$ cat config.mk
export PLATFORM = sky130hd
export DESIGN_NAME = alu_writeback_stage
export DESIGN_NICKNAME = d
export VERILOG_FILES = /design/src/rtl/alu_writeback_stage.sv
export SDC_FILE = /design/constraint.sdc
export NUM_CORES = 1
export LEC_CHECK = 0
export BUFFER_PORTS_ARGS = -buffer_cell sky130_fd_sc_hd__buf_4
export CAP_MARGIN = 10
export CORE_MARGIN = 2
export CORE_UTILIZATION = 35
export CTS_CLUSTER_DIAMETER = 200
export DETAILED_ROUTE_END_ITERATION = 16
export PLACE_DENSITY = 0.51
export SLEW_MARGIN = 20
export SYNTH_ARGS = -nofsm -noshare
export SYNTH_HDL_FRONTEND = slang
export SYNTH_SLANG_ARGS = --single-unit
export TNS_END_PERCENT = 1
$ cat constraint.sdc
create_clock -name clk -period 0.94 [get_ports clk]
set_input_delay 0.047 -clock clk [delete_from_list [all_inputs] [get_ports clk]]
set_output_delay 0.047 -clock clk [all_outputs]
set_load 0.02 [all_outputs]
$ cat src/rtl/alu_writeback_stage.sv
// ALU writeback stage: decodes alu_ctl, computes the result and issues a one-cycle register-file write.
// Optional macro ALU_MUL_EN builds the iterative shift-add multiplier (alu_ctl 8); otherwise code 8 is illegal.
module alu_writeback_stage #(
    parameter int DATA_W = 16,
    parameter int REG_W  = 4
) (
    input  logic              clk,
    input  logic              rst,
    input  logic              in_valid,
    output logic              in_ready,
    input  logic [3:0]        alu_ctl,
    input  logic [DATA_W-1:0] op1,
    input  logic [DATA_W-1:0] op2,
    input  logic [REG_W-1:0]  wb_reg_in,
    output logic              wb_en,
    output logic [REG_W-1:0]  wb_reg_out,
    output logic [DATA_W-1:0] wb_data,
    output logic              flag_z,
    output logic              flag_c,
    output logic              busy,
    output logic              illegal_op
);

    localparam logic [3:0] OP_ADD = 4'd0;
    localparam logic [3:0] OP_SUB = 4'd1;
    localparam logic [3:0] OP_AND = 4'd2;
    localparam logic [3:0] OP_OR  = 4'd3;
    localparam logic [3:0] OP_XOR = 4'd4;
    localparam logic [3:0] OP_NOT = 4'd5;
    localparam logic [3:0] OP_SHL = 4'd6;
    localparam logic [3:0] OP_SHR = 4'd7;
    localparam logic [3:0] OP_MUL = 4'd8;
    localparam logic [3:0] OP_MOV = 4'd9;
    localparam logic [3:0] OP_NOP = 4'd15;

    // Handshake: an op is taken on a rising edge with in_valid && in_ready;
    // in_ready depends only on registered state, never on in_valid.
    logic accept;

    logic [DATA_W:0] sum;
    logic [DATA_W:0] diff;
    logic [DATA_W:0] shl_ext;
    logic [DATA_W:0] shr_ext;

    logic [DATA_W-1:0] dec_res;
    logic              dec_c;
    logic              dec_wr;
    logic              dec_ill;

    logic              wb_en_q, wb_en_d;
    logic [REG_W-1:0]  wb_reg_q, wb_reg_d;
    logic [DATA_W-1:0] wb_data_q, wb_data_d;
    logic              flag_z_q, flag_z_d;
    logic              flag_c_q, flag_c_d;
    logic              illegal_q, illegal_d;

    assign accept = in_valid && in_ready;

    // One guard bit on each shift catches the last bit shifted out.
    assign sum     = {1'b0, op1} + {1'b0, op2};
    assign diff    = {1'b0, op1} - {1'b0, op2};
    assign shl_ext = {1'b0, op1} << op2[3:0];
    assign shr_ext = {op1, 1'b0} >> op2[3:0];

`ifdef ALU_MUL_EN
    localparam int CNT_W = $clog2(DATA_W);

    typedef enum logic [0:0] {ST_IDLE, ST_MUL} state_t;

    state_t              state_q, state_d;
    logic [CNT_W-1:0]    cnt_q, cnt_d;
    logic [2*DATA_W-1:0] acc_q, acc_d;
    logic [2*DATA_W-1:0] mcand_q, mcand_d;
    logic [DATA_W-1:0]   mplier_q, mplier_d;
    logic [REG_W-1:0]    dst_q, dst_d;
    logic                busy_q, busy_d;
    logic                dec_mul;
    logic [2*DATA_W-1:0] mul_sum;
    logic                mul_done;

    assign mul_sum  = acc_q + (mplier_q[0] ? mcand_q : '0);
    assign mul_done = (state_q == ST_MUL) && (cnt_q == CNT_W'(DATA_W - 1));
    assign in_ready = (state_q == ST_IDLE);
    assign busy     = busy_q;
`else
    assign in_ready = 1'b1;
    assign busy     = 1'b0;
`endif

    always_comb begin
        dec_res = '0;
        dec_c   = 1'b0;
        dec_wr  = 1'b1;
        dec_ill = 1'b0;
`ifdef ALU_MUL_EN
        dec_mul = 1'b0;
`endif
        case (alu_ctl)
            OP_ADD: begin dec_res = sum[DATA_W-1:0];  dec_c = sum[DATA_W];  end
            OP_SUB: begin dec_res = diff[DATA_W-1:0]; dec_c = diff[DATA_W]; end
            OP_AND: dec_res = op1 & op2;
            OP_OR:  dec_res = op1 | op2;
            OP_XOR: dec_res = op1 ^ op2;
            OP_NOT: dec_res = ~op1;
            OP_MOV: dec_res = op2;
            OP_SHL: begin dec_res = shl_ext[DATA_W-1:0]; dec_c = shl_ext[DATA_W]; end
            OP_SHR: begin dec_res = shr_ext[DATA_W:1];   dec_c = shr_ext[0];      end
`ifdef ALU_MUL_EN
            OP_MUL: begin dec_wr = 1'b0; dec_mul = 1'b1; end
`else
            OP_MUL: begin dec_wr = 1'b0; dec_ill = 1'b1; end
`endif
            OP_NOP: dec_wr = 1'b0;
            default: begin dec_wr = 1'b0; dec_ill = 1'b1; end
        endcase
    end

    always_comb begin
        wb_en_d   = 1'b0;
        wb_reg_d  = wb_reg_q;
        wb_data_d = wb_data_q;
        flag_z_d  = flag_z_q;
        flag_c_d  = flag_c_q;
        illegal_d = 1'b0;
        if (accept) begin
            illegal_d = dec_ill;
            if (dec_wr) begin
                wb_en_d   = 1'b1;
                wb_reg_d  = wb_reg_in;
                wb_data_d = dec_res;
                flag_z_d  = (dec_res == '0);
                flag_c_d  = dec_c;
            end
        end
`ifdef ALU_MUL_EN
        if (mul_done) begin
            wb_en_d   = 1'b1;
            wb_reg_d  = dst_q;
            wb_data_d = mul_sum[DATA_W-1:0];
            flag_z_d  = (mul_sum[DATA_W-1:0] == '0);
            flag_c_d  = (mul_sum[2*DATA_W-1:DATA_W] != '0);
        end
`endif
    end

    always_ff @(posedge clk or posedge rst) begin
        if (rst) begin
            wb_en_q   <= 1'b0;
            wb_reg_q  <= '0;
            wb_data_q <= '0;
            flag_z_q  <= 1'b0;
            flag_c_q  <= 1'b0;
            illegal_q <= 1'b0;
        end else begin
            wb_en_q   <= wb_en_d;
            wb_reg_q  <= wb_reg_d;
            wb_data_q <= wb_data_d;
            flag_z_q  <= flag_z_d;
            flag_c_q  <= flag_c_d;
            illegal_q <= illegal_d;
        end
    end

`ifdef ALU_MUL_EN
    // Shift-add: multiplicand moves left, multiplier moves right, one bit per cycle.
    always_comb begin
        state_d  = state_q;
        cnt_d    = cnt_q;
        acc_d    = acc_q;
        mcand_d  = mcand_q;
        mplier_d = mplier_q;
        dst_d    = dst_q;
        case (state_q)
            ST_IDLE: begin
                if (accept && dec_mul) begin
                    state_d  = ST_MUL;
                    cnt_d    = '0;
                    acc_d    = '0;
                    mcand_d  = {{DATA_W{1'b0}}, op1};
                    mplier_d = op2;
                    dst_d    = wb_reg_in;
                end
            end
            default: begin
                acc_d    = mul_sum;
                mcand_d  = mcand_q << 1;
                mplier_d = mplier_q >> 1;
                cnt_d    = cnt_q + CNT_W'(1);
                if (mul_done) begin
                    state_d = ST_IDLE;
                    cnt_d   = '0;
                end
            end
        endcase
        busy_d = (state_d == ST_MUL);
    end

    always_ff @(posedge clk or posedge rst) begin
        if (rst) begin
            state_q  <= ST_IDLE;
            cnt_q    <= '0;
            acc_q    <= '0;
            mcand_q  <= '0;
            mplier_q <= '0;
            dst_q    <= '0;
            busy_q   <= 1'b0;
        end else begin
            state_q  <= state_d;
            cnt_q    <= cnt_d;
            acc_q    <= acc_d;
            mcand_q  <= mcand_d;
            mplier_q <= mplier_d;
            dst_q    <= dst_d;
            busy_q   <= busy_d;
        end
    end
`endif

    assign wb_en      = wb_en_q;
    assign wb_reg_out = wb_reg_q;
    assign wb_data    = wb_data_q;
    assign flag_z     = flag_z_q;
    assign flag_c     = flag_c_q;
    assign illegal_op = illegal_q;

endmodule

### After elaboration in Yosys (flattened, before gate mapping)

Index checks and enable logic that the tools add are counted.

* register bits after elaboration: 24
* input port bits: 43
* word-level logic and storage cells: 35
* output and inout bits: 26

* reductions and logical operators: 5
* equal/unequal tests: 9
* add/sub/neg operators: 2
* bitwise gates (word level): 4
* mux-type cells: 7
* shift operators: 2

Operators with widths (number)
* 16-bit one-hot mux with 9 select lines: 1
* 16-bit by 16-bit adder with 17-bit output: 1
* 16-bit by 4-bit << shifter with 17-bit output: 1
* 17-bit by 4-bit right shift with 17-bit output: 1
* 16-bit by 16-bit subtractor with 17-bit output: 1
* 16-bit bitwise AND: 1
* 4-bit by 3-bit equality test with 1-bit output, second input constant: 4
* 16-bit zero test: 1
* 16-bit inverter: 1
* 16-bit OR: 1
* 16-bit XOR: 1
* 10-bit OR reduction: 1
* 9-bit OR reduction: 1
* 4-bit by 2-bit equality test with 1-bit output, second input constant: 2
* 4-bit equality test, second input constant: 2
* 1-bit 2-to-1 mux: 5
* 4-bit by 1-bit equality test with 1-bit output, second input constant: 1
* 4-bit zero test: 1
* 1-bit one-hot mux with 4 select lines: 1
* 2-bit AND reduction: 1

### Longest topological paths before layout

Gate-level depths: netlist of run 1.

* depth after elaboration: 5
* gate-level depth with buffers: 15
* depth with buffers taken out: 14

### Worst setup path after synthesis of run 1

No wires, ideal clock.

* path type: input port to flip-flop
* start: input op2[2]
* end: register flag_z_q (netlist: flag_z)
* path slack: -2.186 ns
* stages on the path: 15
* buffers on the path: 3
* arrival time: 3.005 ns
* required time: 0.819 ns
* setup time: 0.121 ns
* cells stage by stage: clkbuf_1 > clkinv_1 > clkbuf_1 > ha_1 > clkbuf_2 > nand2b_1 > a21oi_1 > or4_1 > a41o_1 > o41ai_2 > o31ai_1 > o211ai_1 > o21ai_0 > and3_1 > a22o_1

* word-level cells in the longest chain between the ends: 3
* elaborated cells between the ends (all ways): 9
* classes of those cells: add/sub: 2; shift: 2; mux: 1; bitwise: 3; reduce/logical: 1

Ends and longest elaborated chain
* start: declaration: line 13 `input logic [DATA_W-1:0] op2,`
* 16-bit by 16-bit subtractor with 17-bit output (tied with other cells): line 61 `assign diff = {1'b0, op1} - {1'b0, op2};`
* 16-bit one-hot mux with 9 select lines *: line 98 `case (alu_ctl)`
* 16-bit zero test *: line 131 `flag_z_d = (dec_res == '0);`
* end signal: assignment: line 158 `flag_z_q <= flag_z_d;`
* end: declaration: line 53 `logic flag_z_q, flag_z_d;`

Every way passes the cells marked *; elsewhere a longest branch is shown, timed or not.
A chain may end at the register's enable or synchronous reset.

### Final worst setup path of run 1

* start: input op1[6]
* end: register flag_z_q (netlist: flag_z)

* word-level cells in the longest chain between the ends: 3
* elaborated cells between the ends (all ways): 10
* classes of those cells: add/sub: 2; shift: 2; mux: 1; bitwise: 4; reduce/logical: 1

Ends and longest elaborated chain
* start: declaration: line 12 `input logic [DATA_W-1:0] op1,`
* 16-bit by 16-bit subtractor with 17-bit output (tied with other cells): line 61
* 16-bit one-hot mux with 9 select lines *: line 98
* 16-bit zero test *: line 131

Marks and branches as above.

==> results.ini, run 1 <==
[critical_path]
reg2reg_from=wb_data[12]
endpoint_kind=flop
critPathKind=in -> reg
reg2regPathDepth=1
arrival_ns=2.90
r2r_slack_ns=0.20
required_ns=1.14
reg2reg_to=wb_data[12]
crit_fanout=5
critPathLaunchType=primary input

[global_routing]
grt_first_pass_wirelength_microns=35800
grt-ovfl-total=0
grt_max_degree=30
gr-max-usage-layer=met2
grt_pass1_vias=6390
antenna_found_initial=1
use_met2=0.487
use_met1=0.388
grt_use_total=0.291
grtUsageMet3=0.0404

[worst_hold_path]
min_path_type=in -> reg
hold_start=in_valid
holdPathEnd=illegal_op
hold_depth=4

[timing]
fin_crit_sh=2.87
finalSetupViolCount=23
setup_tns_ns=-22.45
final.setup.worst_slack_ns=-1.76
fin_crit_ns=2.70
slew_headroom=0.460
slew_viol_final=0
finClkSkew_ns=0
rsz0062_at_grt=true
fmax_ghz=0.370
hold_viol=0
worstMarginPinSlew_ns=0.808

[yosys]
avgSynthCellArea_sq_um=7.68
synth_top_family_by_area=compound AO/OA/AOI/OAI gates
synth-simple-area-share=0.235
syn_nets=760
synth_top_area_frac=0.120
synthCells=666
ys_ff_latch=24
netlist_top_cells_area=ha_1, dfrtp_1, mux4_2
synth_mux_area_frac=0.159
synth-seq-area-share=0.117
synth_area_sq_um=5120
synth_compound_area_frac=0.263
yosysWarningCount=0
synth_top_cell_by_area=ha_1
ys_types=81
async_reset_ff_frac=1.00
synth-edff-count=0
synth_top_flop_cell=dfrtp_1
synthAdderAreaFrac=0.128
synth_xor_area_frac=0.0120

[final_layout]
area_growth_pct=63.9
fill_cells=1378
drive_gt1_frac=0.454
mostFrequentLayoutCell=buf_4
final_cell_mix=buf_4, nand2_1, nor2_1, inv_1, ha_1
design_area_sq_um=8390
multi_input_area_sq_um=4460
nNetsFinal=1074
regArea_sq_um=601

[drt]
antenna_left=0
wl_per_cell_microns=20.1
drt-pass1-iter-count=5
vias=6538
drc=0
drt-total-wl_microns=23400
vias_per_cell=5.62
drt_iter0_drc=483

[power_and_ir_drop]
power_density_nw_per_um2=832
leakage_uw=0.00397
peakVddDrop_v=0.000758

[placement]
portBuffers=66
preCtsSetupSlack_ns=-2.24
dp.final_hpwl_microns=19900
placed_area_sq_um=7880
globalplace.congestion=1.03

[clock_network]
clk_latency_ns=0.26
cts_tree=yes
cts_sinks=24
cts-root-buf=clkbuf_16
cts_buffer_depth=2
cts_max_level=1
numCtsBuffers=3
clk_pin_slew_worst_paths_ns=0.06

[die]
core_sq_um=14400
start_util=0.355
row_count=44
die_y_microns=125
die_w_microns=125
io_pins=69
dieArea_sq_um=15600

[flow_run]
maxCapViolCount=0

[status]
status=finished with violations
failed_checks=setup timing

## registers in the layout, indices dropped and copies added (netlist names)
register    flops
flag_c          1
flag_z          1
illegal_op      1
wb_reg_out      4
wb_data        16
wb_en           1
## per-layer routing
layer / up-vias / part of all wire
li1: 3122 / -
met1: 3114 / 0.44
met2: 241 / 0.46
met3: 61 / 0.063
met4: 0 / 0.037
met5: - / 0
## timing repair
| item | CTS | global route |
|---|---|---|
| setup endpoints to repair | 23 | 23 |
| hold buffers | 5 | 0 |
| pin swaps | 20 | 6 |
| setup buffers | 0 | 0 |
| resized for setup | 51 | 26 |
| hold endpoints to repair | 28 | 0 |
## power by group
part           total (uW)  internal (uW)  switching [uW]
registers            1270           1190            77.3
logic                4720           2350            2370
clock network         992            650             342
## worst max-delay path, cell delays in order
cell and delay [ns]:
buf_4 0.15, buf_4 0.14, ha_1 0.22, o21ai_0 0.23
o22ai_1 0.19, a221oi_2 0.29, o311ai_0 0.21, buf_4 0.21
a2111oi_1 0.51, and4_1 0.28, nand4_1 0.13, nor4_2 0.15
a22o_1 0.15
## synth_stat cells (4+ instances only)
cell type / instances
mux4_2: 19
dfrtp_1: 24
nor2b_1: 14
or3_1: 6
nand2_1: 81
clkbuf_1: 23
a211o_1: 4
a22oi_1: 9
mux4_1: 6
nand3_1: 14
nor4_1: 6
ha_1: 49
o21ai_0: 36
a2bb2oi_1: 5
nor2_1: 54
and2_1: 7
a21oi_1: 28
nand4_1: 4
o21bai_1: 4
o221ai_1: 7
o31ai_1: 4
nor3b_1: 7
o211ai_1: 9
o22ai_1: 10
mux2i_1: 15
inv_1: 50
nand2b_1: 8
nor3_1: 30
a2111oi_0: 4
a31oi_1: 7
a221o_1: 4
buf_2: 15
a211oi_1: 10
mux2_2: 6
a32oi_1: 7
xnor2_1: 5
## area by class of cell
class / count / share of cell area
tap: 184 / 0.0275
clock buffer: 4 / 0.0106
timing repair buffer: 356 / 0.332
antenna: 1 / 0.000298
inverter: 53 / 0.0254
sequential: 24 / 0.0716
multi-input combinational: 542 / 0.532
## stage by stage
stage                     total power [uW]  utilization  instances  hold slack [ns]
final                                 6980        0.581       1164            0.200
after global routing                  7400        0.581       1163            0.204
after CTS                             6870        0.572       1163            0.190
after detailed placement              5670        0.546       1154            0.116
after global placement                5620        0.546       1154            0.109
after floorplan                       3370            -        666           0.0616
## worst max path at each step
| stage | start | end | cells after the start |
|---|---|---|---|
| 6_report | op1[6] | flag_z | 13 |
| 5_1_grt | op1[0] | flag_z | 15 |
| 4_1_cts | op2[0] | flag_z | 16 |
| 3_5_place_dp | op2[0] | flag_z | 14 |
| 3_3_place_gp | op2[0] | flag_z | 14 |
| 2_1_floorplan | op2[2] | flag_z | 15 |
## cell families (layout without fill, tap and decap cells)
logic type / count (synthesis) / in the layout
simple gates: 248 / 248
compound gates: 187 / 187
buf+inv: 100 / 413
fa+ha+maj: 51 / 51
mux: 47 / 47
flops: 24 / 24
xor+xnor: 7 / 7
other cells: 2 / 3
(Power assumes the default switching activity.)
==> run 2: changes to the inputs <==
SETUP_SLACK_MARGIN = 0.2   (was not set)
SKIP_LAST_GASP = 1   (was not set)
==> run 2 against run 1 <==
- the flow still finishes with violations (setup timing)
- clock-buffer cell count did not move
- first-iteration DRC count decreased by 0.41%
- die area unchanged
- non-clock buffer count up 1
- sequential cell count did not move
- critical path depth is the same
- power shrank 2.4%
- wire length down 0.79%
- largest cell class unchanged
==> results.ini, run 2 (same netlist as run 1, synthesis figures left out) <==
[status]
status=finished with violations  ; unchanged
failed_checks=setup timing  ; unchanged

[power_and_ir_drop]
peakVddDrop_v=0.000759  ; was 0.000758 V
power_density_nw_per_um2=835  ; was 832 nW/um^2
leakage_uw=0.00395  ; was 0.00397 uW
total_power_uw=6810  ; was 6980 uW

[drt]
drt_iter0_drc=481  ; was 483
wl_per_cell_microns=19.9  ; was 20.1 microns
drc=0  ; unchanged
drt-pass1-iter-count=5  ; unchanged
vias_per_cell=5.62  ; about the same
drt-total-wl_microns=23200  ; was 23,400 microns
antenna_left=0  ; unchanged
vias=6544  ; was 6,538

[placement]
globalplace.congestion=1.03  ; unchanged
placed_area_sq_um=7880  ; unchanged
dp.cells=1154  ; unchanged
portBuffers=66  ; unchanged
dp.final_hpwl_microns=19900  ; unchanged

[clock_network]
cts-root-buf=clkbuf_16  ; unchanged
cts_max_level=1  ; unchanged
numCtsBuffers=3  ; unchanged
clk_latency_ns=0.26  ; about the same
cts_buffer_depth=2  ; unchanged
cts_sinks=24  ; unchanged
clk_pin_slew_worst_paths_ns=0.06  ; about the same
cts_tree=yes  ; unchanged

[timing]
rsz0062_at_grt=true  ; unchanged
fin_crit_sh=2.86  ; was 2.87
setup_tns_ns=-25.05  ; was -22.45 ns
slew_viol_final=0  ; unchanged
hold_viol=0  ; unchanged
final.setup.worst_slack_ns=-1.75  ; was -1.76 ns
fin_crit_ns=2.69  ; was 2.70 ns
finClkSkew_ns=0  ; unchanged
finalSetupViolCount=23  ; unchanged
fmax_ghz=0.372  ; was 0.370 GHz
slew_headroom=0.514  ; was 0.460
worstMarginPinSlew_ns=0.727  ; was 0.808 ns

[global_routing]
grt_pass1_vias=6305  ; was 6,390
grt-ovfl-total=0  ; unchanged
grt_use_total=0.288  ; was 0.291
grt_max_degree=30  ; unchanged
grt_first_pass_wirelength_microns=35400  ; was 35,800 microns
antenna_found_initial=1  ; unchanged

[critical_path]
critPathKind=in -> reg  ; unchanged
crit_fanout=10  ; was 5
required_ns=1.14  ; about the same
cp_common_cell=buf_4  ; unchanged
cp_cell_sequence=buf_4, buf_12, mux4_1, a22oi_1, nor2_1, a311oi_2, buf_4, o211ai_1, nor4_1, and4_1, nand4_1, nor4_2, a22o_1  ; was buf_4, buf_4, ha_1, o21ai_0, o22ai_1, a221oi_2, o311ai_0, buf_4, a2111oi_1, and4_1, nand4_1, nor4_2, a22o_1
arrival_ns=2.88  ; was 2.90 ns
crit_path_top_delay_cell=mux4_1  ; was a2111oi_1
endpoint_kind=flop  ; unchanged
critPathLaunchType=primary input  ; unchanged
slowest_delay_ns=0.64  ; was 0.51 ns

[final_layout]
fill_cells=1408  ; was 1,378
multi_input_area_sq_um=4260  ; was 4460 sq um
mostFrequentLayoutCell=buf_4  ; unchanged
regArea_sq_um=601  ; unchanged
design_area_sq_um=8160  ; was 8390 sq um
area_growth_pct=59.5  ; was 63.9%
utilization=0.566  ; was 0.581
drive_gt1_frac=0.423  ; was 0.454
finalNonFillerCells=1165  ; was 1,164
final_cell_mix=buf_4, nand2_1, nor2_1, inv_1, ha_1  ; unchanged
largest_reg_flops=16  ; unchanged
nNetsFinal=1075  ; was 1,074

[die]
die_y_microns=125  ; unchanged
row_count=44  ; unchanged
io_pins=69  ; unchanged
start_util=0.355  ; unchanged
core_sq_um=14400  ; unchanged
dieArea_sq_um=15600  ; unchanged
die_w_microns=125  ; unchanged

[flow_run]
maxCapViolCount=0  ; unchanged

[worst_hold_path]
min_path_type=in -> reg  ; unchanged

==> run 2: per-stage QoR <==
stage	hold slack, ns	setup slack, ns
after CTS	0.190	-1.74
after detailed placement	0.116	-2.24
after floorplan	0.0616	-1.82
after global placement	0.109	-2.21
after global routing	0.204	-1.83
final	0.202	-1.75
==> run 2: path summary, 6_finish.rpt <==
| check | endpoint | slack [ns] | start | cells past startpoint |
|---|---|---|---|---|
| min | illegal_op | 0.20 | in_valid | 4 |
| min in group asynchronous | wb_reg_out[1] | 0.39 | rst | 4 |
| max | flag_z | -1.75 | op2[0] | 13 |
| min reg2reg | wb_reg_out[1] | 0.48 | wb_reg_out[1] | 2 |
| max in group asynchronous | wb_data[1] | 0.32 | rst | 4 |
| max reg2reg | wb_data[12] | 0.20 | wb_data[12] | 1 |
==> run 2: where the power goes <==
group / leakage, uW / switching (uW) / internal [uW]
sequential: 0.000308 / 76.7 / 1190
combinational: 0.00360 / 2290 / 2270
clock: 0.0000442 / 343 / 650
total: 0.00395 / 2710 / 4110
==> run 2: what timing repair did <==
| action | CTS | global route |
|---|---|---|
| gates resized for setup | 15 | 12 |
| endpoints found under the hold margin | 28 | 0 |
| buffers inserted | 0 | 1 |
| setup endpoints to repair | 48 | 48 |
| pin swaps | 5 | 2 |
| hold buffers | 5 | 0 |
==> run 2: layout make-up <==
type / count / area share
sequential: 24 / 0.0736
timing repair buffer: 357 / 0.339
tap: 184 / 0.0282
inverter: 53 / 0.0261
clock buffer: 4 / 0.0109
multi-input combinational: 542 / 0.522
antenna: 1 / 0.000307
==> run 2: metal layers <==
| layer | vias up | global-route usage | share of wire |
|---|---|---|---|
| met4 | 0 | 0.0902 | 0.037 |
| li1 | 3116 | - | - |
| met3 | 51 | 0.0331 | 0.056 |
| met2 | 257 | 0.485 | 0.46 |
| met1 | 3120 | 0.388 | 0.45 |
| met5 | - | 0 | 0 |
==> run 2: critical path, delay by kind of cell <==
kind	cells	cell delay, ns
simple gates	5	0.93
mux	1	0.64
compound gates	4	0.82
buf+inv	3	0.43
==> run 3: changes to the inputs <==
==> constraint.sdc (replaced) <==
create_clock -name clk -period 0.94 [get_ports clk]
set_input_delay 0.094 -clock clk [delete_from_list [all_inputs] [get_ports clk]]
set_output_delay 0.094 -clock clk [all_outputs]
set_load 0.02 [all_outputs]
==> run 3 against run 2 <==
- the flow still finishes with violations (setup timing)
- critical endpoint unchanged
- register-to-register slack about the same
- power decreased by 1.3%
- critical path type unchanged
- global-route usage increased by 0.46 points
- maximum frequency decreased by 0.72%
- sequential share of layout area about the same
- clock skew unchanged
- sequential power about the same
- clock power decreased by 10%
- via count decreased by 0.24%
- die area unchanged
==> results.ini, run 3 (same netlist as run 1, synthesis figures left out) <==
[global_routing]
grt_pass1_vias=6506  ; was 6,305
grt_first_pass_wirelength_microns=36100  ; was 35,400 microns
grt_max_degree=30  ; unchanged
grt-ovfl-total=0  ; unchanged
antenna_found_initial=0  ; was 1
grt_use_total=0.292  ; was 0.288

[drt]
wl_per_cell_microns=20.1  ; was 19.9 microns
drc=0  ; unchanged
drt_iter0_drc=529  ; was 481
vias_per_cell=5.61  ; was 5.62
vias=6528  ; was 6,544
drt-total-wl_microns=23300  ; was 23,200 microns
drt-pass1-iter-count=5  ; unchanged
antenna_left=0  ; unchanged

[worst_hold_path]
holdPathEnd=wb_reg_out[0]  ; was illegal_op
hold_start=wb_reg_in[0]  ; was in_valid
hold_depth=3  ; was 4
min_path_type=in -> reg  ; unchanged

[timing]
slew_headroom=0.504  ; was 0.514
fin_crit_ns=2.70  ; was 2.69 ns
hold_viol=0  ; unchanged
worstMarginPinSlew_ns=0.738  ; was 0.727 ns
fin_crit_sh=2.88  ; was 2.86
fmax_ghz=0.370  ; was 0.372 GHz
finClkSkew_ns=0  ; unchanged
slew_viol_final=0  ; unchanged
final.setup.worst_slack_ns=-1.76  ; was -1.75 ns
hold_ws_ns=0.0229  ; was 0.202 ns
rsz0062_at_grt=true  ; unchanged
finalSetupViolCount=23  ; unchanged

[critical_path]
critPathKind=in -> reg  ; unchanged
reg2regPathDepth=1  ; unchanged
crit_path_top_delay_cell=mux4_1  ; unchanged
slowest_delay_ns=0.63  ; was 0.64 ns
reg2reg_to=wb_data[13]  ; was wb_data[12]
cp_cell_sequence=buf_4, buf_12, mux4_1, a22oi_1, nor2_1, a311oi_2, buf_4, o211ai_1, nor4_1, and4_1, nand4_1, nor4_2, a22o_1  ; unchanged
critPathLaunchType=primary input  ; unchanged
crit_fanout=13  ; was 10
arrival_ns=2.90  ; was 2.88 ns
endpoint_kind=flop  ; unchanged
r2r_slack_ns=0.19  ; was 0.20 ns
critPathBufInv=3  ; unchanged
reg2reg_from=wb_data[13]  ; was wb_data[12]
cp_common_cell=buf_4  ; unchanged
critPathTopFamily=simple AND/OR/NAND/NOR gates  ; unchanged
required_ns=1.13  ; was 1.14 ns

[clock_network]
cts_sinks=24  ; unchanged
cts-root-buf=clkbuf_16  ; unchanged
clk_pin_slew_worst_paths_ns=0.06  ; about the same
cts_max_level=1  ; unchanged
numCtsBuffers=3  ; unchanged
clk_latency_ns=0.26  ; about the same
cts_tree=yes  ; unchanged
cts_buffer_depth=2  ; unchanged

[placement]
portBuffers=66  ; unchanged
globalplace.congestion=1.02  ; was 1.03
dp.final_hpwl_microns=20200  ; was 19,900 microns
dp.cells=1158  ; was 1,154

[die]
io_pins=69  ; unchanged
start_util=0.355  ; unchanged
die_y_microns=125  ; unchanged
dieArea_sq_um=15600  ; unchanged
row_count=44  ; unchanged
die_w_microns=125  ; unchanged
core_sq_um=14400  ; unchanged

[status]
failed_checks=setup timing  ; unchanged
status=finished with violations  ; unchanged

[flow_run]
maxCapViolCount=0  ; unchanged

[final_layout]
area_growth_pct=59.0  ; was 59.5%
largest_reg_flops=16  ; unchanged
final_cell_mix=buf_4, nand2_1, nor2_1, inv_1, ha_1  ; unchanged
n_antenna_cell=0  ; was 1
mostFrequentLayoutCell=buf_4  ; unchanged
drive_gt1_frac=0.430  ; was 0.423
nNetsFinal=1076  ; was 1,075
finalNonFillerCells=1164  ; was 1,165

[power_and_ir_drop]
peakVddDrop_v=0.000493  ; was 0.000759 V
power_density_nw_per_um2=826  ; was 835 nW/um^2
leakage_uw=0.00393  ; was 0.00395 uW

run 3: power breakdown:
group	leakage, uW	switching, uW	total (uW)	internal (uW)
clock network	0.0000370	326	889	562
registers	0.000308	80.3	1270	1190
logic	0.00359	2290	4560	2270
total	0.00393	2700	6720	4020
run 3: tightest hold or removal path, stage by stage:
cell and delay [ns]:
buf_4 0.07, nand2_1 0.04, nand2_1 0.04
run 3: area by class of cell:
cell class	count	area, sq um
timing repair buffer	358	2750
multi-input combinational	542	4270
inverter	53	213
fill	1417	6280
clock buffer	3	75.1
sequential	24	601
tap	184	230
run 3: worst max path at each step:
stage	startpoint	endpoint	slack [ns]	cells after the start
finish	op2[0]	flag_z	-1.76	13
global route	op1[0]	flag_z	-1.88	15
CTS	op2[1]	flag_z	-1.81	16
detailed placement	op2[0]	flag_z	-2.30	14
global placement	op2[0]	flag_z	-2.22	14
floorplan	op2[2]	flag_z	-1.87	15
run 3: repair_timing:
action / in CTS / in global routing
hold endpoints to repair: 24 / 0
pin swaps: 3 / 5
gates resized for setup: 18 / 10
hold buffers: 1 / 0
endpoints found under the setup margin: 48 / 72
setup buffers: 0 / 2
run 3: metal layers:
layer  vias up  wire length (microns)  GRT usage  share of wire
met5         -                      0          0              0
met4         0                    578     0.0791          0.025
met3        41                   1730     0.0421          0.074
met2       266                  11100      0.503           0.48
met1      3111                   9940      0.385           0.43
li1       3110                      -          -              -
run 3: through the flow:
step	TNS [ns]	instance area [sq um]	utilization	setup WS, ns	total power (uW)
floorplan	-24.56	5210	-	-1.87	3370
global placement	-33.66	7890	0.547	-2.22	5630
detailed placement	-34.50	7890	0.547	-2.30	5690
CTS	-26.49	8090	0.561	-1.81	6700
global route	-28.81	8140	0.564	-1.88	7130
finish	-26.10	8140	0.564	-1.76	6720
